**src/rtl/tlb_pkg.sv**
```systemverilog
// Shared widths, field offsets and INVTLB op codes for the TLB.
package tlb_pkg;

  localparam int VPPN_W = 19;
  localparam int PS_W   = 6;
  localparam int ASID_W = 10;
  localparam int PPN_W  = 20;
  localparam int PLV_W  = 2;
  localparam int MAT_W  = 2;

  // One page half: {ppn, plv, mat, d, v}
  localparam int HALF_W  = PPN_W + PLV_W + MAT_W + 2;
  localparam int ENTRY_W = 1 + VPPN_W + PS_W + ASID_W + 1 + 2 * HALF_W;
  localparam int RES_W   = PPN_W + PS_W + PLV_W + MAT_W + 2;

  // Entry field offsets (MSB first: e, vppn, ps, asid, g, half0, half1)
  localparam int E_OFF     = ENTRY_W - 1;
  localparam int VPPN_LSB  = E_OFF - VPPN_W;
  localparam int PS_LSB    = VPPN_LSB - PS_W;
  localparam int ASID_LSB  = PS_LSB - ASID_W;
  localparam int G_OFF     = ASID_LSB - 1;
  localparam int HALF0_LSB = HALF_W;
  localparam int HALF1_LSB = 0;

  // Result field offsets: {ppn, ps, plv, mat, d, v}
  localparam int RES_PPN_LSB = RES_W - PPN_W;
  localparam int RES_PS_LSB  = RES_PPN_LSB - PS_W;

  localparam logic [PS_W-1:0] PS_4M = 6'd21;
  localparam logic [PS_W-1:0] PS_4K = 6'd12;

  typedef enum logic [4:0] {
    INV_ALL0       = 5'd0,
    INV_ALL1       = 5'd1,
    INV_G1         = 5'd2,
    INV_G0         = 5'd3,
    INV_G0_ASID    = 5'd4,
    INV_G0_ASID_VA = 5'd5,
    INV_GA_VA      = 5'd6
  } inv_op_e;

  localparam logic [4:0] INV_OP_MAX = 5'd6;

  // Virtual page compare: a 4MB page ignores the low nine vppn bits.
  function automatic logic vppn_hit(input logic [VPPN_W-1:0] entry_vppn,
                                    input logic ps4mb,
                                    input logic [VPPN_W-1:0] q_vppn);
    return (entry_vppn[18:9] == q_vppn[18:9]) &&
           (ps4mb || (entry_vppn[8:0] == q_vppn[8:0]));
  endfunction

  // A half is {ppn, plv, mat, d, v}; the result inserts ps after ppn.
  function automatic logic [RES_W-1:0] make_res(input logic [HALF_W-1:0] half,
                                                input logic ps4mb);
    return {half[HALF_W-1:HALF_W-PPN_W], (ps4mb ? PS_4M : PS_4K),
            half[HALF_W-PPN_W-1:0]};
  endfunction

endpackage

```
**src/rtl/tlb_gen2_if.sv**
```systemverilog
// Search-port bundle: NPORT independent lookups packed side by side.
interface tlb_gen2_if
  import tlb_pkg::*;
#(
  parameter int NPORT = 2,
  parameter int IDXW  = 4
);
  logic [NPORT-1:0]        s_req;
  logic [VPPN_W*NPORT-1:0] s_vppn;
  logic [NPORT-1:0]        s_va_bit12;
  logic [ASID_W*NPORT-1:0] s_asid;
  logic [NPORT-1:0]        s_valid;
  logic [NPORT-1:0]        s_found;
  logic [NPORT-1:0]        s_multi;
  logic [IDXW*NPORT-1:0]   s_index;
  logic [RES_W*NPORT-1:0]  s_res;

  modport master (
    output s_req, s_vppn, s_va_bit12, s_asid,
    input  s_valid, s_found, s_multi, s_index, s_res
  );

  modport slave (
    input  s_req, s_vppn, s_va_bit12, s_asid,
    output s_valid, s_found, s_multi, s_index, s_res
  );
endinterface

```
**src/rtl/tlb_match.sv**
```systemverilog
// Single entry against single search port hit test.
module tlb_match
  import tlb_pkg::*;
(
  input  logic              e,
  input  logic [VPPN_W-1:0] entry_vppn,
  input  logic              ps4mb,
  input  logic [ASID_W-1:0] entry_asid,
  input  logic              g,
  input  logic [VPPN_W-1:0] q_vppn,
  input  logic [ASID_W-1:0] q_asid,
  output logic              match
);
  // Global entries ignore the ASID compare.
  assign match = e && vppn_hit(entry_vppn, ps4mb, q_vppn) &&
                 (g || (entry_asid == q_asid));
endmodule

```
**src/rtl/tlb_gen2.sv**
```systemverilog
// Fully associative TLB with NPORT registered search ports, indexed or
// fill-pointer writes, combinational read and INVTLB invalidation.
module tlb_gen2
  import tlb_pkg::*;
#(
  parameter int TLBNUM = 16,
  parameter int NPORT  = 2,
  localparam int IDXW  = $clog2(TLBNUM)
) (
  input  logic               clk,
  input  logic               rst,
  tlb_gen2_if.slave          s,
  input  logic               we,
  input  logic               fill,
  input  logic [IDXW-1:0]    w_index,
  input  logic [ENTRY_W-1:0] w_entry,
  output logic [IDXW-1:0]    fill_ptr,
  input  logic [IDXW-1:0]    r_index,
  output logic [ENTRY_W-1:0] r_entry,
  input  logic               inv_valid,
  input  logic [4:0]         inv_op,
  input  logic [ASID_W-1:0]  inv_asid,
  input  logic [VPPN_W-1:0]  inv_vppn,
  output logic               inv_err
);

  // Valid bits live in flops with reset; the rest of each entry is plain
  // storage that never needs clearing.
  logic [TLBNUM-1:0] e_reg;
  logic [TLBNUM-1:0] g_mem;
  logic [TLBNUM-1:0] ps4mb_mem;
  logic [VPPN_W-1:0] vppn_mem [TLBNUM];
  logic [ASID_W-1:0] asid_mem [TLBNUM];
  logic [HALF_W-1:0] half0_mem [TLBNUM];
  logic [HALF_W-1:0] half1_mem [TLBNUM];

  logic [IDXW-1:0]   fill_ptr_reg;
  logic              inv_err_reg;
  logic [IDXW-1:0]   w_addr;
  logic [TLBNUM-1:0] inv_hit;

  logic [NPORT-1:0][TLBNUM-1:0] match_vec;
  logic [NPORT-1:0]             found_next;
  logic [NPORT-1:0]             multi_next;
  logic [NPORT-1:0][IDXW-1:0]   index_next;
  logic [NPORT-1:0][RES_W-1:0]  res_next;

  logic [NPORT-1:0]             valid_reg;
  logic [NPORT-1:0]             found_reg;
  logic [NPORT-1:0]             multi_reg;
  logic [NPORT-1:0][IDXW-1:0]   index_reg;
  logic [NPORT-1:0][RES_W-1:0]  res_reg;

  assign w_addr = fill ? fill_ptr_reg : w_index;

  // Entry payload storage; ps collapses to a single 4MB flag.
  always_ff @(posedge clk) begin
    if (we) begin
      vppn_mem[w_addr]  <= w_entry[VPPN_LSB +: VPPN_W];
      ps4mb_mem[w_addr] <= (w_entry[PS_LSB +: PS_W] == PS_4M);
      asid_mem[w_addr]  <= w_entry[ASID_LSB +: ASID_W];
      g_mem[w_addr]     <= w_entry[G_OFF];
      half0_mem[w_addr] <= w_entry[HALF0_LSB +: HALF_W];
      half1_mem[w_addr] <= w_entry[HALF1_LSB +: HALF_W];
    end
  end

  // Per-entry invalidate selection for the current INVTLB op.
  always_comb begin
    inv_hit = '0;
    for (int i = 0; i < TLBNUM; i++) begin
      case (inv_op)
        INV_ALL0, INV_ALL1: inv_hit[i] = 1'b1;
        INV_G1:             inv_hit[i] = g_mem[i];
        INV_G0:             inv_hit[i] = !g_mem[i];
        INV_G0_ASID:        inv_hit[i] = !g_mem[i] && (asid_mem[i] == inv_asid);
        INV_G0_ASID_VA:     inv_hit[i] = !g_mem[i] && (asid_mem[i] == inv_asid) &&
                                         vppn_hit(vppn_mem[i], ps4mb_mem[i], inv_vppn);
        INV_GA_VA:          inv_hit[i] = (g_mem[i] || (asid_mem[i] == inv_asid)) &&
                                         vppn_hit(vppn_mem[i], ps4mb_mem[i], inv_vppn);
        default:            inv_hit[i] = 1'b0;
      endcase
    end
  end

  // Valid bits, fill pointer and error pulse; a write to an entry wins
  // over an invalidate hitting the same entry.
  always_ff @(posedge clk or posedge rst) begin
    if (rst) begin
      e_reg        <= '0;
      fill_ptr_reg <= '0;
      inv_err_reg  <= 1'b0;
    end else begin
      for (int i = 0; i < TLBNUM; i++) begin
        if (inv_valid && inv_hit[i]) e_reg[i] <= 1'b0;
        if (we && (w_addr == IDXW'(i))) e_reg[i] <= w_entry[E_OFF];
      end
      if (we && fill) fill_ptr_reg <= fill_ptr_reg + 1'b1;
      inv_err_reg <= inv_valid && (inv_op > INV_OP_MAX);
    end
  end

  genvar gi, gj;
  generate
    for (gi = 0; gi < NPORT; gi++) begin : g_port
      for (gj = 0; gj < TLBNUM; gj++) begin : g_entry
        tlb_match u_match (
          .e          (e_reg[gj]),
          .entry_vppn (vppn_mem[gj]),
          .ps4mb      (ps4mb_mem[gj]),
          .entry_asid (asid_mem[gj]),
          .g          (g_mem[gj]),
          .q_vppn     (s.s_vppn[gi*VPPN_W +: VPPN_W]),
          .q_asid     (s.s_asid[gi*ASID_W +: ASID_W]),
          .match      (match_vec[gi][gj])
        );
      end
      assign s.s_index[gi*IDXW +: IDXW]   = index_reg[gi];
      assign s.s_res[gi*RES_W +: RES_W]   = res_reg[gi];
    end
  endgenerate

  // Lowest-index priority encode, multi-hit detect and half selection.
  always_comb begin
    found_next = '0;
    multi_next = '0;
    index_next = '0;
    res_next   = '0;
    for (int p = 0; p < NPORT; p++) begin
      for (int i = 0; i < TLBNUM; i++) begin
        if (match_vec[p][i]) begin
          if (found_next[p]) begin
            multi_next[p] = 1'b1;
          end else begin
            found_next[p] = 1'b1;
            index_next[p] = IDXW'(i);
          end
        end
      end
      if (found_next[p]) begin
        if (ps4mb_mem[index_next[p]] ? s.s_vppn[p*VPPN_W + 8] : s.s_va_bit12[p])
          res_next[p] = make_res(half1_mem[index_next[p]], ps4mb_mem[index_next[p]]);
        else
          res_next[p] = make_res(half0_mem[index_next[p]], ps4mb_mem[index_next[p]]);
      end
    end
  end

  // Search result registers: load on request, hold otherwise.
  always_ff @(posedge clk or posedge rst) begin
    if (rst) begin
      valid_reg <= '0;
      found_reg <= '0;
      multi_reg <= '0;
      index_reg <= '0;
      res_reg   <= '0;
    end else begin
      valid_reg <= s.s_req;
      for (int p = 0; p < NPORT; p++) begin
        if (s.s_req[p]) begin
          found_reg[p] <= found_next[p];
          multi_reg[p] <= multi_next[p];
          index_reg[p] <= index_next[p];
          res_reg[p]   <= res_next[p];
        end
      end
    end
  end

  assign s.s_valid = valid_reg;
  assign s.s_found = found_reg;
  assign s.s_multi = multi_reg;
  assign fill_ptr  = fill_ptr_reg;
  assign inv_err   = inv_err_reg;

  assign r_entry = {e_reg[r_index], vppn_mem[r_index],
                    (ps4mb_mem[r_index] ? PS_4M : PS_4K),
                    asid_mem[r_index], g_mem[r_index],
                    half0_mem[r_index], half1_mem[r_index]};

endmodule

```
**src/flat_wrapper.sv**
```systemverilog
// flat-port wrapper written by rule: the top's interface ports become plain ports
module tlb_gen2_flat import tlb_pkg::*;
#(
  parameter int TLBNUM = 16,
  parameter int NPORT  = 2,
  localparam int IDXW  = $clog2(TLBNUM)
)
  (clk, rst, we, fill, w_index, w_entry, fill_ptr, r_index, r_entry, inv_valid, inv_op, inv_asid, inv_vppn, inv_err, s_s_req, s_s_vppn, s_s_va_bit12, s_s_asid, s_s_valid, s_s_found, s_s_multi, s_s_index, s_s_res);
  tlb_gen2_if #(.NPORT(NPORT), .IDXW(4)) s_i ();
  input  logic clk;
  input  logic rst;
  input  logic we;
  input  logic fill;
  input  logic [IDXW-1:0] w_index;
  input  logic [ENTRY_W-1:0] w_entry;
  output logic [IDXW-1:0] fill_ptr;
  input  logic [IDXW-1:0] r_index;
  output logic [ENTRY_W-1:0] r_entry;
  input  logic inv_valid;
  input  logic [4:0] inv_op;
  input  logic [ASID_W-1:0] inv_asid;
  input  logic [VPPN_W-1:0] inv_vppn;
  output logic inv_err;
  input wire logic [$bits(s_i.s_req)-1:0] s_s_req;
  input wire logic [$bits(s_i.s_vppn)-1:0] s_s_vppn;
  input wire logic [$bits(s_i.s_va_bit12)-1:0] s_s_va_bit12;
  input wire logic [$bits(s_i.s_asid)-1:0] s_s_asid;
  output wire logic [$bits(s_i.s_valid)-1:0] s_s_valid;
  output wire logic [$bits(s_i.s_found)-1:0] s_s_found;
  output wire logic [$bits(s_i.s_multi)-1:0] s_s_multi;
  output wire logic [$bits(s_i.s_index)-1:0] s_s_index;
  output wire logic [$bits(s_i.s_res)-1:0] s_s_res;
  assign s_i.s_req = s_s_req;
  assign s_i.s_vppn = s_s_vppn;
  assign s_i.s_va_bit12 = s_s_va_bit12;
  assign s_i.s_asid = s_s_asid;
  assign s_s_valid = s_i.s_valid;
  assign s_s_found = s_i.s_found;
  assign s_s_multi = s_i.s_multi;
  assign s_s_index = s_i.s_index;
  assign s_s_res = s_i.s_res;
  tlb_gen2 #(.TLBNUM(TLBNUM), .NPORT(NPORT)) u_core (.clk(clk), .rst(rst), .s(s_i), .we(we), .fill(fill), .w_index(w_index), .w_entry(w_entry), .fill_ptr(fill_ptr), .r_index(r_index), .r_entry(r_entry), .inv_valid(inv_valid), .inv_op(inv_op), .inv_asid(inv_asid), .inv_vppn(inv_vppn), .inv_err(inv_err));
endmodule
```
**config.mk**
```make
export PLATFORM = sky130hd
export DESIGN_NAME = tlb_gen2_flat
export DESIGN_NICKNAME = d
export VERILOG_FILES = /design/src/rtl/tlb_pkg.sv /design/src/rtl/tlb_gen2_if.sv /design/src/rtl/tlb_match.sv /design/src/rtl/tlb_gen2.sv /design/src/flat_wrapper.sv
export SDC_FILE = /design/constraint.sdc
export NUM_CORES = 2
export LEC_CHECK = 0
export CAP_MARGIN = 15
export CORE_MARGIN = 5
export CORE_UTILIZATION = 55
export CTS_BUF_LIST = sky130_fd_sc_hd__clkbuf_8
export DETAILED_ROUTE_END_ITERATION = 8
export HOLD_SLACK_MARGIN = 0.02
export PLACE_DENSITY = 0.73
export SETUP_SLACK_MARGIN = 0.2
export SLEW_MARGIN = 20
export SYNTH_ARGS = -nofsm -noshare
export SYNTH_HDL_FRONTEND = slang
export SYNTH_HIERARCHICAL = 1
export SYNTH_SLANG_ARGS = --single-unit
export TNS_END_PERCENT = 5
```
**constraint.sdc**
```tcl
create_clock -name clk -period 6.7 [get_ports clk]
set_clock_uncertainty 0.1 [all_clocks]
set_input_delay 0.67 -clock clk [delete_from_list [all_inputs] [get_ports clk]]
set_output_delay 0.67 -clock clk [all_outputs]
set_load 0.1 [all_outputs]
```
; ---- After elaboration in Yosys (flattened, before gate mapping)
; Memories as Yosys holds them, arrays and structs flattened.
; Index checks and enable logic that the tools add are counted.
; W data, S select, Z words.
[word_totals]
ramBits = 1296
output_inout_bits = 172
reg_bits = 131
memories = 4
[mem_list]
columns = name, depth, width, rd, rd_ports_with_merged_regs, write_ports, line_no
row1 = u_core.half0_mem, 16, 26, 3, 0, 1, tlb_gen2.sv:34  ; logic [HALF_W-1:0] half0_mem [TLBNUM];
row2 = u_core.half1_mem, 16, 26, 3, 0, 1, tlb_gen2.sv:35  ; logic [HALF_W-1:0] half1_mem [TLBNUM];
row3 = u_core.vppn_mem, 16, 19, 17, 0, 1, tlb_gen2.sv:32  ; logic [VPPN_W-1:0] vppn_mem [TLBNUM];
row4 = u_core.asid_mem, 16, 10, 17, 0, 1, tlb_gen2.sv:33  ; logic [ASID_W-1:0] asid_mem [TLBNUM];
[op_classes]
reduce_logical = 326
eq_ne = 166
add_sub_neg = 1
order_cmp = 6
mux = 226
[ops]
columns = operator, n
row1 = $eq A10 B10 Y1, 96
row2 = $eq A9 B9 Y1, 48
row3 = $mux W4, 59
row4 = $logic_and A1 B1 Y1, 195
row5 = $mux W1, 136
row6 = $mux W32, 4
row7 = $logic_or A1 B1 Y1, 96
row8 = $pmux W1 S6, 16
row9 = $bwmux W16, 2
row10 = $eq A4 B4 Y1 const B, 8
row11 = $reduce_bool A2 Y1, 16
row12 = $bmux W1 S4, 5
row13 = $lt A4 B5 Y1 const B, 4
row14 = $eq A4 B3 Y1 const B, 4
row15 = $logic_not A1 Y1, 16
row16 = $eq A5 B3 Y1 const B, 3
row17 = $mux W5, 3
row18 = $eq A5 B2 Y1 const B, 2
row19 = $eq A4 B2 Y1 const B, 2
row20 = $eq A6 B5 Y1 const B, 1
row21 = $eq A5 B1 Y1 const B, 1
row22 = $gt A5 B3 Y1 const B, 1
row23 = $logic_not A5 Y1, 1
row24 = $add A4 B1 Y4 const B, 1
row25 = other kinds (5), 5

; ---- Depth between registers and ports, before layout
; An unclocked memory read counts as a cell.
[depth]
depth_word = 42
mapped_depth = 18
ltp_nobuf = 13

; ---- By module
; Netlist, hierarchy kept.
[by_module_without_submodules]
columns = mod, instances, area_each_um2, cells_each, seq_area_each_um2
row1 = tlb_gen2, 1, 76513.4, 5965, 42155.4
row2 = tlb_match, 32, 326.6, 39, 0.0

; ---- Least setup slack after synthesis
; OpenSTA, ideal clock, no wires.
[synth_path]
path_type = input-to-reg
from = in fill
to = reg u_core.e_reg[1]
path_slack_ns = 0.902
n_path_buf = 2
cell_stages = 6
t_arrival_ns = 5.616
cell_sequence = clkbuf_1 -> clkbuf_1 -> nand2_1 -> o32a_1 -> nor2_1 -> mux2_2
[synth_via]
elab_chain_cells = 4
elab_cells_between_ends = 5
classes_between = eq/ne: 1 / mux: 2 / reduce/logical: 2
[synth_lines]
columns = item, line_no
row1 = start: declaration, flat_wrapper.sv:13  ; input logic fill;
row2 = $mux W4 (*), tlb_gen2.sv:54  ; assign w_addr = fill ? fill_ptr_reg : w_index;
row3 = $eq A4 B1 Y1 (*), tlb_gen2.sv:96  ; if (we && (w_addr == IDXW'(i))) e_reg[i] <= w_entry[E_OFF];
row4 = $logic_and A1 B1 Y1 (*), tlb_gen2.sv:96
row5 = $mux W1 or $reduce_bool A2 Y1 (tied branches), -
row6 = end signal: indexed assignment, tlb_gen2.sv:96
row7 = end: declaration, tlb_gen2.sv:29  ; logic [TLBNUM-1:0] e_reg;
; Mark *: on every way between the ends. The rest lies on a longest branch, timed or not.
; A chain may end at the register's enable or synchronous reset.

==> summary.md <==
| Metric | Value |
|---|---|
| Leakage | 34.2 nW |
| Setup Buffers After CTS | 0 |
| Biggest regs | u_core/half0_mem x416, u_core/half1_mem x416, u_core/vppn_mem x304 |
| Worst Path Required | 7.49 ns |
| Worst skew pair latency | 1.02 ns |
| Number of global-route vias before repair | 70,562 |
| Post-Synthesis Cells | 7,213 |
| Finished Layout Cells | 10,007 |
| Synth Cell Area | 87,000 µm² |
| H-tree depth | 4 |
| CTS resizes | 0 |
| Layout area overhead | 16.4% |
| Final period util | 92.6% |
| Fin Setup TNS | 0 ns |
| CTS tree | done |
| Largest net degree at the start of global routing | 106 |
| Hold WC Path Type | primary input to flip-flop |
| Gate power share | 17.6% |
| Critical path, cell by cell | xor2_1, nor4_1, a41oi_1, nor4_1, buf_4, nor2_1, nor3_1, a41oi_4, buf_12, nand2_4, buf_12, buf_12, buf_4, buf_4, nand2_1, a311oi_1, a311oi_1, a21o_1, o311ai_1 |
| Antenna Nets Post-Route | 0 |
| Final setup violating endpoints | 0 |
| Crit path arrival time | 6.99 ns |
| Most common cell after layout, fill and taps aside | edfxtp_1 |
| Placed cell areas | 96,300 µm² |
| RSZ-0062 raised after global routing | no |
| CTS Root Cell | clkbuf_8 |
| Die height | 408 µm |
| Hold_buf cts | 0 |
| HPWL after DPL | 228,000 µm |
| Final Max Tran Viols | 0 |
| P_int | 15.9 mW |
| Die width | 408 µm |
| Final Cell Area | 101,000 µm² |
| Sw frac | 30.2% |
| Net Switching | 6.85 mW |
| Synth Flop Type | edfxtp_1 |
| Clk pin slew, worst setup/hold paths | 0.07 ns |
| DRT Pass-1 Iters | 8 |
| Post-route setup slack | 0.496 ns |
| Final hold vios | 0 |
| # rows | 146 |
| Total power draw | 22.7 mW |
| Layout Nets | 7,920 |
| Syn avg cell area | 12.1 µm² |
| Total GRT Usage | 41.6% |
| IO buf count | 362 |
| Crit path max fanout | 41 |
| Cts bufs inserted | 233 |
| Fmax | 0.161 GHz |
| Startpoint types | flip-flop |
| First-pass GRT wire length | 507,000 µm |
| Sequential area share after synthesis | 48.5% |
| Minimum hold slack | 0.111 ns |
| Gpl congestion | 1.04 |
| Remaining DRCs | 0 |
| Clock group share of total power | 35.5% |
| Layout cell share with drive strength beyond 1 | 17.4% |
| Starting Density | 55.1% |
| CP Launch Point | u_core/asid_mem[3][9] |
| Post-DR wirelength/cell | 35.8 µm |
| Synthesized flop and latch total | 1,419 |
| Reg2reg start | u_core/asid_mem[3][9] |
| DRT iter0 DRCs | 12,125 |
| Post-synth EDFFs | 1,328 |
| Max Buffers Root-to-Sink | 3 |
| Slew headroom | 17.2% |
| Worst path max stage delay | 0.87 ns |
| Place WS | 0.0239 ns |
| VDD IR max | 288 µV |
| I/O pin total | 370 |
| Number of antenna violations at the first check in global routing | 31 |
| Dpl cells | 9,557 |
| DRT Wirelength | 358,000 µm |
| Routed vias | 73,685 |
| Layout Utilization | 64.2% |
| Total of max-cap violations | 0 |
| Sequential share of power | 46.9% |
| Grt ovf | 0 |
| Post-route minimum period | 6.20 ns |
| Status | finished, final reports clean |
| Worst setup EP type | flip-flop |
| Worst-margin pin slew | 1.23 ns |
| # clock sinks | 1,419 |
| CP max-delay cell | nor4_1 |
| Critical setup path kind | flip-flop to flip-flop |
| Yosys warns | 6 |
| Core Region | 158,000 µm² |
| Ys async rst share | 6.41% |
| Power per cell area | 224 nW/µm² |
| Synth cell types | 78 |
| Vias/cell | 7.36 |
| Most frequent cells in the layout | edfxtp_1, nand2_1, xor2_1 |
| Hold path startpoint | s_s_req[1] |
| Die ar. | 166,000 µm² |
-- synthesized netlist by cell type, types with 28 or more instances --
| library cell | instances | area [µm²] |
|---|---|---|
| edfxtp_1 | 1328 | 39900 |
| nand2_1 | 949 | 3560 |
| xor2_1 | 836 | 7320 |
| xnor2_1 | 576 | 5040 |
| clkbuf_1 | 479 | 1800 |
| mux4_2 | 420 | 9460 |
| a211oi_1 | 294 | 2210 |
| and3_1 | 292 | 1830 |
| nand3_1 | 258 | 1290 |
| a311oi_1 | 212 | 1860 |
| nor4_1 | 185 | 1160 |
| nand4_1 | 112 | 701 |
| o21ai_0 | 99 | 495 |
| a31oi_1 | 96 | 601 |
| dfrtp_1 | 91 | 2280 |
| mux2i_1 | 84 | 841 |
| a311o_1 | 79 | 791 |
| nor2_1 | 72 | 270 |
| buf_1 | 69 | 259 |
| a41oi_1 | 65 | 569 |
| nor3_1 | 61 | 305 |
| a21o_1 | 55 | 413 |
| a21oi_1 | 53 | 265 |
| o221ai_1 | 41 | 359 |
| nor4_2 | 33 | 413 |
| nor2b_1 | 30 | 188 |
| o2111ai_1 | 28 | 245 |
| o22ai_1 | 28 | 175 |
-- power groups by stage --
stage	Clock, mW	Combinational, mW	Sequential, mW
final	8.06	3.99	10.7
after global routing	8.52	4.10	10.7
after CTS	8.12	3.91	10.6
after detailed placement	0	3.89	10.8
after global placement	0	3.84	10.8
after floorplan	0	2.28	10.8
-- cell type report --
cell class | instances | area (µm²)
well taps | 2072 | 2590
flip-flops and latches | 1419 | 42200
clock inverters | 177 | 1350
multi-input cells | 5213 | 42900
fillers | 11918 | 56600
clock buffers | 256 | 3520
repair buffers | 841 | 8590
inverters | 13 | 51.3
diodes | 16 | 40.0
-- final timing paths --
check | slack [ns] | cells past startpoint | to
min in group asynchronous | 0.15 | 2 | u_core/fill_ptr[2]
max in group asynchronous | 5.05 | 3 | u_core/s.s_res[51]
min reg2reg | 0.41 | 1 | u_core/s.s_index[2]
max | 0.50 | 19 | u_core/s.s_res[22]
max reg2reg | 0.50 | 19 | u_core/s.s_res[22]
min | 0.11 | 2 | u_core/s.s_valid[1]
-- critical path, delay by kind of cell (launching register included) --
family / cells / cell delay (ns)
AND/OR/NAND/NOR: 6 / 2.21
AO/OA/AOI/OAI: 6 / 1.71
buffers and inverters: 6 / 1.27
flip-flops: 1 / 0.55
XOR/XNOR: 1 / 0.21
-- logic make-up (layout without fill, tap and decap cells) --
group                    count (synthesis)  after routing  share of synthesized area [%]
AO/OA/AOI/OAI                         1217           1217                           10.8
XOR/XNOR                              1412           1412                           14.2
adder cells (fa/ha/maj)                  6              6                         0.0719
buffers and inverters                  586           1287                           2.60
flip-flops                            1419           1419                           48.5
multiplexers                           526            526                           12.1
other                                    2             23                        0.00864
AND/OR/NAND/NOR                       2045           2045                           11.7
-- per-layer routing --
metal / vias up / track usage (%) / wire length [µm]
met5: - / 0 / 135
met4: 20 / 27.5 / 30100
met3: 1592 / 12.2 / 53200
met2: 6955 / 61.7 / 154000
met1: 35930 / 53.3 / 120000
li1: 29188 / - / -
Note: power is estimated with default switching activity, not from simulation.
